==> config.mk <==
export PLATFORM = sky130hd
export DESIGN_NAME = seg_arbiter
export DESIGN_NICKNAME = d
export VERILOG_FILES = /design/src/rtl/seg_arbiter.sv
export SDC_FILE = /design/constraint.sdc
export NUM_CORES = 1
export LEC_CHECK = 0
export CAP_MARGIN = 10
export CORE_UTILIZATION = 35
export CTS_CLUSTER_DIAMETER = 100
export CTS_CLUSTER_SIZE = 16
export DETAILED_ROUTE_END_ITERATION = 12
export DONT_BUFFER_PORTS = 1
export GPL_TIMING_DRIVEN = 0
export SLEW_MARGIN = 20
export SYNTH_ARGS = -nofsm -noshare
export SYNTH_HDL_FRONTEND = slang
export SYNTH_SLANG_ARGS = --single-unit
==> constraint.sdc <==
create_clock -name clk_clk -period 7.75 [get_ports clk_clk]
set_input_delay 2.325 -clock clk_clk [delete_from_list [all_inputs] [get_ports clk_clk]]
set_output_delay 2.325 -clock clk_clk [all_outputs]
set_load 0.01 [all_outputs]
==> src/rtl/seg_arbiter.sv <==
// Debounced 5-button round-robin arbiter for a shared seven-segment display.
// Define SEG_ARB_FIXED_PRIORITY_EN to select fixed priority (lowest index wins).
module seg_arbiter #(
    parameter int unsigned DEBOUNCE_CYCLES = 4,
    parameter int unsigned HOLD_CYCLES     = 8
) (
    input  logic       clk_clk,
    input  logic       reset_reset_n,
    input  logic [4:0] button_req,
    output logic [4:0] grant,
    output logic       busy,
    output logic [6:0] sevseg_owner,
    output logic [6:0] sevseg_count,
    output logic [1:0] fsm_state
);

    // Handshake: there is none; a request is a debounced rising edge, remembered
    // in pending[] until served, and a grant is a fixed-length one-hot window.

    localparam logic [7:0] DEB_LAST  = 8'(DEBOUNCE_CYCLES - 1);
    localparam logic [7:0] HOLD_LOAD = 8'(HOLD_CYCLES);
    localparam logic [6:0] SEG_BLANK = 7'h7F;

    typedef enum logic [1:0] {
        IDLE    = 2'd0,
        GRANT   = 2'd1,
        RELEASE = 2'd2
    } state_t;

    state_t     state, state_next;
    logic [4:0] sync1, sync2;
    logic [4:0] deb, deb_prev;
    logic [7:0] deb_cnt [5];
    logic [4:0] rise;
    logic [4:0] pending, pending_next, clear_mask;
    logic [7:0] hold_cnt, hold_next;
    logic [2:0] owner, owner_next, winner;
    logic       win_valid;
    logic [3:0] grant_count, count_next;
    logic [4:0] grant_next;
`ifndef SEG_ARB_FIXED_PRIORITY_EN
    logic [2:0] last_owner;
`endif

    function automatic logic [6:0] seg_digit(input logic [3:0] d);
        case (d)
            4'd0:    seg_digit = 7'h40;
            4'd1:    seg_digit = 7'h79;
            4'd2:    seg_digit = 7'h24;
            4'd3:    seg_digit = 7'h30;
            4'd4:    seg_digit = 7'h19;
            4'd5:    seg_digit = 7'h12;
            4'd6:    seg_digit = 7'h02;
            4'd7:    seg_digit = 7'h78;
            4'd8:    seg_digit = 7'h00;
            4'd9:    seg_digit = 7'h10;
            default: seg_digit = SEG_BLANK;
        endcase
    endfunction

    always_ff @(posedge clk_clk) begin
        if (!reset_reset_n) begin
            sync1 <= '0;
            sync2 <= '0;
        end else begin
            sync1 <= button_req;
            sync2 <= sync1;
        end
    end

    // The debounced level flips on the DEBOUNCE_CYCLES-th consecutive mismatch.
    always_ff @(posedge clk_clk) begin
        if (!reset_reset_n) begin
            deb      <= '0;
            deb_prev <= '0;
            for (int i = 0; i < 5; i++) deb_cnt[i] <= '0;
        end else begin
            deb_prev <= deb;
            for (int i = 0; i < 5; i++) begin
                if (sync2[i] != deb[i]) begin
                    if (deb_cnt[i] >= DEB_LAST) begin
                        deb[i]     <= ~deb[i];
                        deb_cnt[i] <= '0;
                    end else begin
                        deb_cnt[i] <= deb_cnt[i] + 8'd1;
                    end
                end else begin
                    deb_cnt[i] <= '0;
                end
            end
        end
    end

    assign rise = deb & ~deb_prev;

    always_comb begin
        win_valid = 1'b0;
        winner    = 3'd0;
`ifdef SEG_ARB_FIXED_PRIORITY_EN
        for (int i = 4; i >= 0; i--) begin
            if (pending[i]) begin
                win_valid = 1'b1;
                winner    = 3'(i);
            end
        end
`else
        for (int k = 1; k <= 5; k++) begin
            if (!win_valid && pending[3'((int'(last_owner) + k) % 5)]) begin
                win_valid = 1'b1;
                winner    = 3'((int'(last_owner) + k) % 5);
            end
        end
`endif
    end

    always_comb begin
        state_next = state;
        hold_next  = hold_cnt;
        owner_next = owner;
        count_next = grant_count;
        grant_next = '0;
        clear_mask = '0;
        case (state)
            IDLE: begin
                if (win_valid) begin
                    state_next = GRANT;
                    hold_next  = HOLD_LOAD;
                    owner_next = winner;
                    clear_mask = 5'b1 << winner;
                    grant_next = 5'b1 << winner;
                    count_next = (grant_count == 4'd9) ? 4'd0 : grant_count + 4'd1;
                end
            end
            GRANT: begin
                if (hold_cnt <= 8'd1) begin
                    state_next = RELEASE;
                end else begin
                    hold_next  = hold_cnt - 8'd1;
                    grant_next = 5'b1 << owner;
                end
            end
            RELEASE: state_next = IDLE;
            default: state_next = IDLE;
        endcase
        // An edge arriving while already pending is absorbed.
        pending_next = (pending | rise) & ~clear_mask;
    end

    always_ff @(posedge clk_clk) begin
        if (!reset_reset_n) begin
            state        <= IDLE;
            hold_cnt     <= '0;
            owner        <= '0;
            grant_count  <= '0;
            pending      <= '0;
            grant        <= '0;
            busy         <= 1'b0;
            sevseg_owner <= SEG_BLANK;
            sevseg_count <= 7'h40;
        end else begin
            state        <= state_next;
            hold_cnt     <= hold_next;
            owner        <= owner_next;
            grant_count  <= count_next;
            pending      <= pending_next;
            grant        <= grant_next;
            busy         <= |grant_next;
            sevseg_owner <= (state_next == GRANT) ? seg_digit({1'b0, owner_next}) : SEG_BLANK;
            sevseg_count <= seg_digit(count_next);
        end
    end

`ifndef SEG_ARB_FIXED_PRIORITY_EN
    always_ff @(posedge clk_clk) begin
        if (!reset_reset_n) begin
            last_owner <= 3'd4;
        end else if (state == IDLE && win_valid) begin
            last_owner <= winner;
        end
    end
`endif

    assign fsm_state = state;

endmodule

==> flow_summary.toml <==
[routing]
ant_nets = 0
dr.first_iter.drc_count = 321
drt-total-wl_um = 13470
first_pass_iters = 5
routed_via_density = 5.116
vias = 4886
drcViolationCount = 0
wl_per_cell_um = 14.11

[global_routing]
gr-usage-all-layers_pct = 15.50
grt_overflow = 0
grt_max_degree = 18
grt_pass1_vias = 4603
antenna_found_initial = 0
grt_pass1_wl_um = 22460

[placed_design]
place_congestion = 0.9104
hpwlAfterDp_um = 10170
port_buffers = 0
dp_slack_ps = 1338
dp_cells = 939
dpl_cell_area_mm2 = 0.006777

[yosys]
synth_most_common_cell = "dfxtp_1"
yosys-top-cells-area = "dfxtp_1, edfxtp_1, ha_1, nor2_1, a21oi_1"
syn_inst = 646
synth_area_mm2 = 0.006240
async_flop_share_pct = 0
yosys_warnings = 0
syn_area_per_cell_um2 = 9.659
synth_top_area_cell = "dfxtp_1"
synth-seq-cells = 105
yosys.area.top_type_share_pct = 20.85
synth-edff-count = 40
ys_seq_area_share_pct = 40.10
ys_types = 93
synth_ff_type = "dfxtp_1"
ys_top_cells_by_count = "dfxtp_1, nor2_1, ha_1, edfxtp_1, inv_1"

[die]
initial_core_util_pct = 35.95
dieArea_mm2 = 0.01837
fp.dieH_um = 135.5
row_count = 48
die_x_um = 135.5
core_mm2 = 0.01736
io_pins = 29

[sta]
fin_crit_ps = 6502
slew_violations = 0
rsz0062_at_grt = "false"
hold_violations = 0
worst_pin_slew_ps = 662.6
whs_ps = 434.7
skew_ps = 6.395
setup-violations-final = 0
setup_slack_ps = 1248
slew-limit-headroom_pct = 55.83
fin_crit_sh_pct = 83.90
tns_ps = 0
fmax_mhz = 153.8

[clock_tree]
cts_tree = "done"
cts_setup_buffers = 0
cts_sinks = 105
path_clk_slew_ps = 70
post_cts_resize_count = 0
cts_root_buf = "clkbuf_16"
clock_latency_ps = 340
clock_path_buffers = 2
cts_htree_levels = 3
ctsHoldBuffers = 0
tritoncts.num_buffers = 9

[worst_setup_path]
worstReg2RegStart = "last_owner[0]"
crit_path_start_kind = "register"
required_ps = 7980
critPathMaxFanout = 13
r2r-end = "sevseg_count[3]"
cp.arrival_ps = 6730
critPathCaptureType = "register"
crit_path_start = "last_owner[0]"
endpoint = "sevseg_count[3]"
crit_type = "register to register"
rrSetupSlack_ps = 1250
reg2reg_depth = 24

[run]
drv_cap = 0

[final_layout]
drive_above_1_share_pct = 8.630
fin_cells = 955
insertedDiodeCount = 0
final_cell_area_mm2 = 0.007088
area_growth_pct = 13.60
fin_nets = 776

[run_status]
outcome = "finished, final reports clean"

[min_path]
hold_path_class = "register to register"
min_path_cells = 1

[power]
leakagePower_nw = 2.766
power_density_mw_per_mm2 = 413.8
ir_drop_mv = 0.1584
## worst max-delay path, stage by stage, from the launching register on
cell and delay, ps:
dfxtp_1 500, buf_2 310, inv_1 90, clkbuf_1 320, ha_1 540, buf_2 270
clkbuf_1 360, o21ai_0 150, o22ai_1 340, ha_1 380, mux2_2 310, o221a_2 250
a211oi_1 210, a21oi_1 70, o211ai_1 190, o21ai_4 190, o31a_1 390, buf_6 180
xnor2_1 400, inv_1 120, ha_1 250, nor3_1 130, nand2_1 60, and3_1 200
a21boi_1 140
## sequential cells by signal, summed over array words and instances (netlist names), 7 cells and up
name / count
sevseg_count: 7
sevseg_owner: 7
hold_cnt: 8
deb_cnt: 40
## area by class of cell
| class | instances | area (um^2) |
|---|---|---|
| Clock buffer | 12 | 282.8 |
| Fill cell | 1780 | 10270 |
| Multi-Input combinational cell | 535 | 3676 |
| Tap cell | 225 | 281.5 |
| Clock inverter | 4 | 28.78 |
| Buffer | 32 | 153.9 |
| Inverter | 42 | 162.7 |
| Sequential cell | 105 | 2502 |
## metrics by stage
stage | util (%) | power, mW
floorplan | - | 2.092
global placement | 39.04 | 2.459
detailed placement | 39.04 | 2.467
CTS | 40.84 | 2.939
global route | 40.84 | 3.175
finish | 40.84 | 2.933
## placed cells by master, fill, tap and decap left out, types with 9 or more instances in the layout
cell and n:
xnor2_1 11, clkbuf_1 19, conb_1 70, ha_1 43
nor3_1 14, nor4_1 11, mux2i_1 14, nand2_1 33
clkbuf_16 11, o21ai_0 23, a31oi_1 9, inv_1 39
edfxtp_1 40, nor2_1 52, a21oi_1 36, dfxtp_1 65
nand3_1 23, nand2b_1 14, and2_1 19
## cells by family after synthesis
group                      count (synthesis)  share of synthesized area, %
DFF                                      105                         40.10
buffers and inverters                     74                         5.073
AOI/OAI and AO/OA                        155                         18.39
adders and majority gates                 44                         8.943
xor gates and xnor gates                  22                         3.810
muxes                                     20                         3.870
other                                      2                        0.1204
and+or+nand+nor                          224                         19.69
## how the worst min path moves through the flow
| stage | end | from |
|---|---|---|
| after floorplan | sync2[0] | sync1[0] |
| after global placement | sync2[4] | sync1[4] |
| after detailed placement | sync2[4] | sync1[4] |
| after CTS | sync2[4] | sync1[4] |
| after global routing | sync2[0] | sync1[0] |
| final | sync2[4] | sync1[4] |
## power breakdown
group | switching (mW) | internal, mW | total [mW]
Sequential | 0.0719 | 0.657 | 0.729
Clock | 0.197 | 0.262 | 0.460
Combinational | 1.08 | 0.660 | 1.74
## per-layer routing
| metal | global-route usage, % | routed length (um) | share of wire [%] | vias to the layer above |
|---|---|---|---|---|
| met4 | 6.429 | 237 | 1.8 | 0 |
| li1 | - | - | - | 2466 |
| met1 | 20.40 | 6433 | 48 | 2317 |
| met2 | 25.81 | 6425 | 48 | 87 |
| met3 | 1.646 | 376 | 2.8 | 16 |
| met5 | 0 | 0 | 0 | - |
Note: power is estimated with default switching activity, not from simulation.
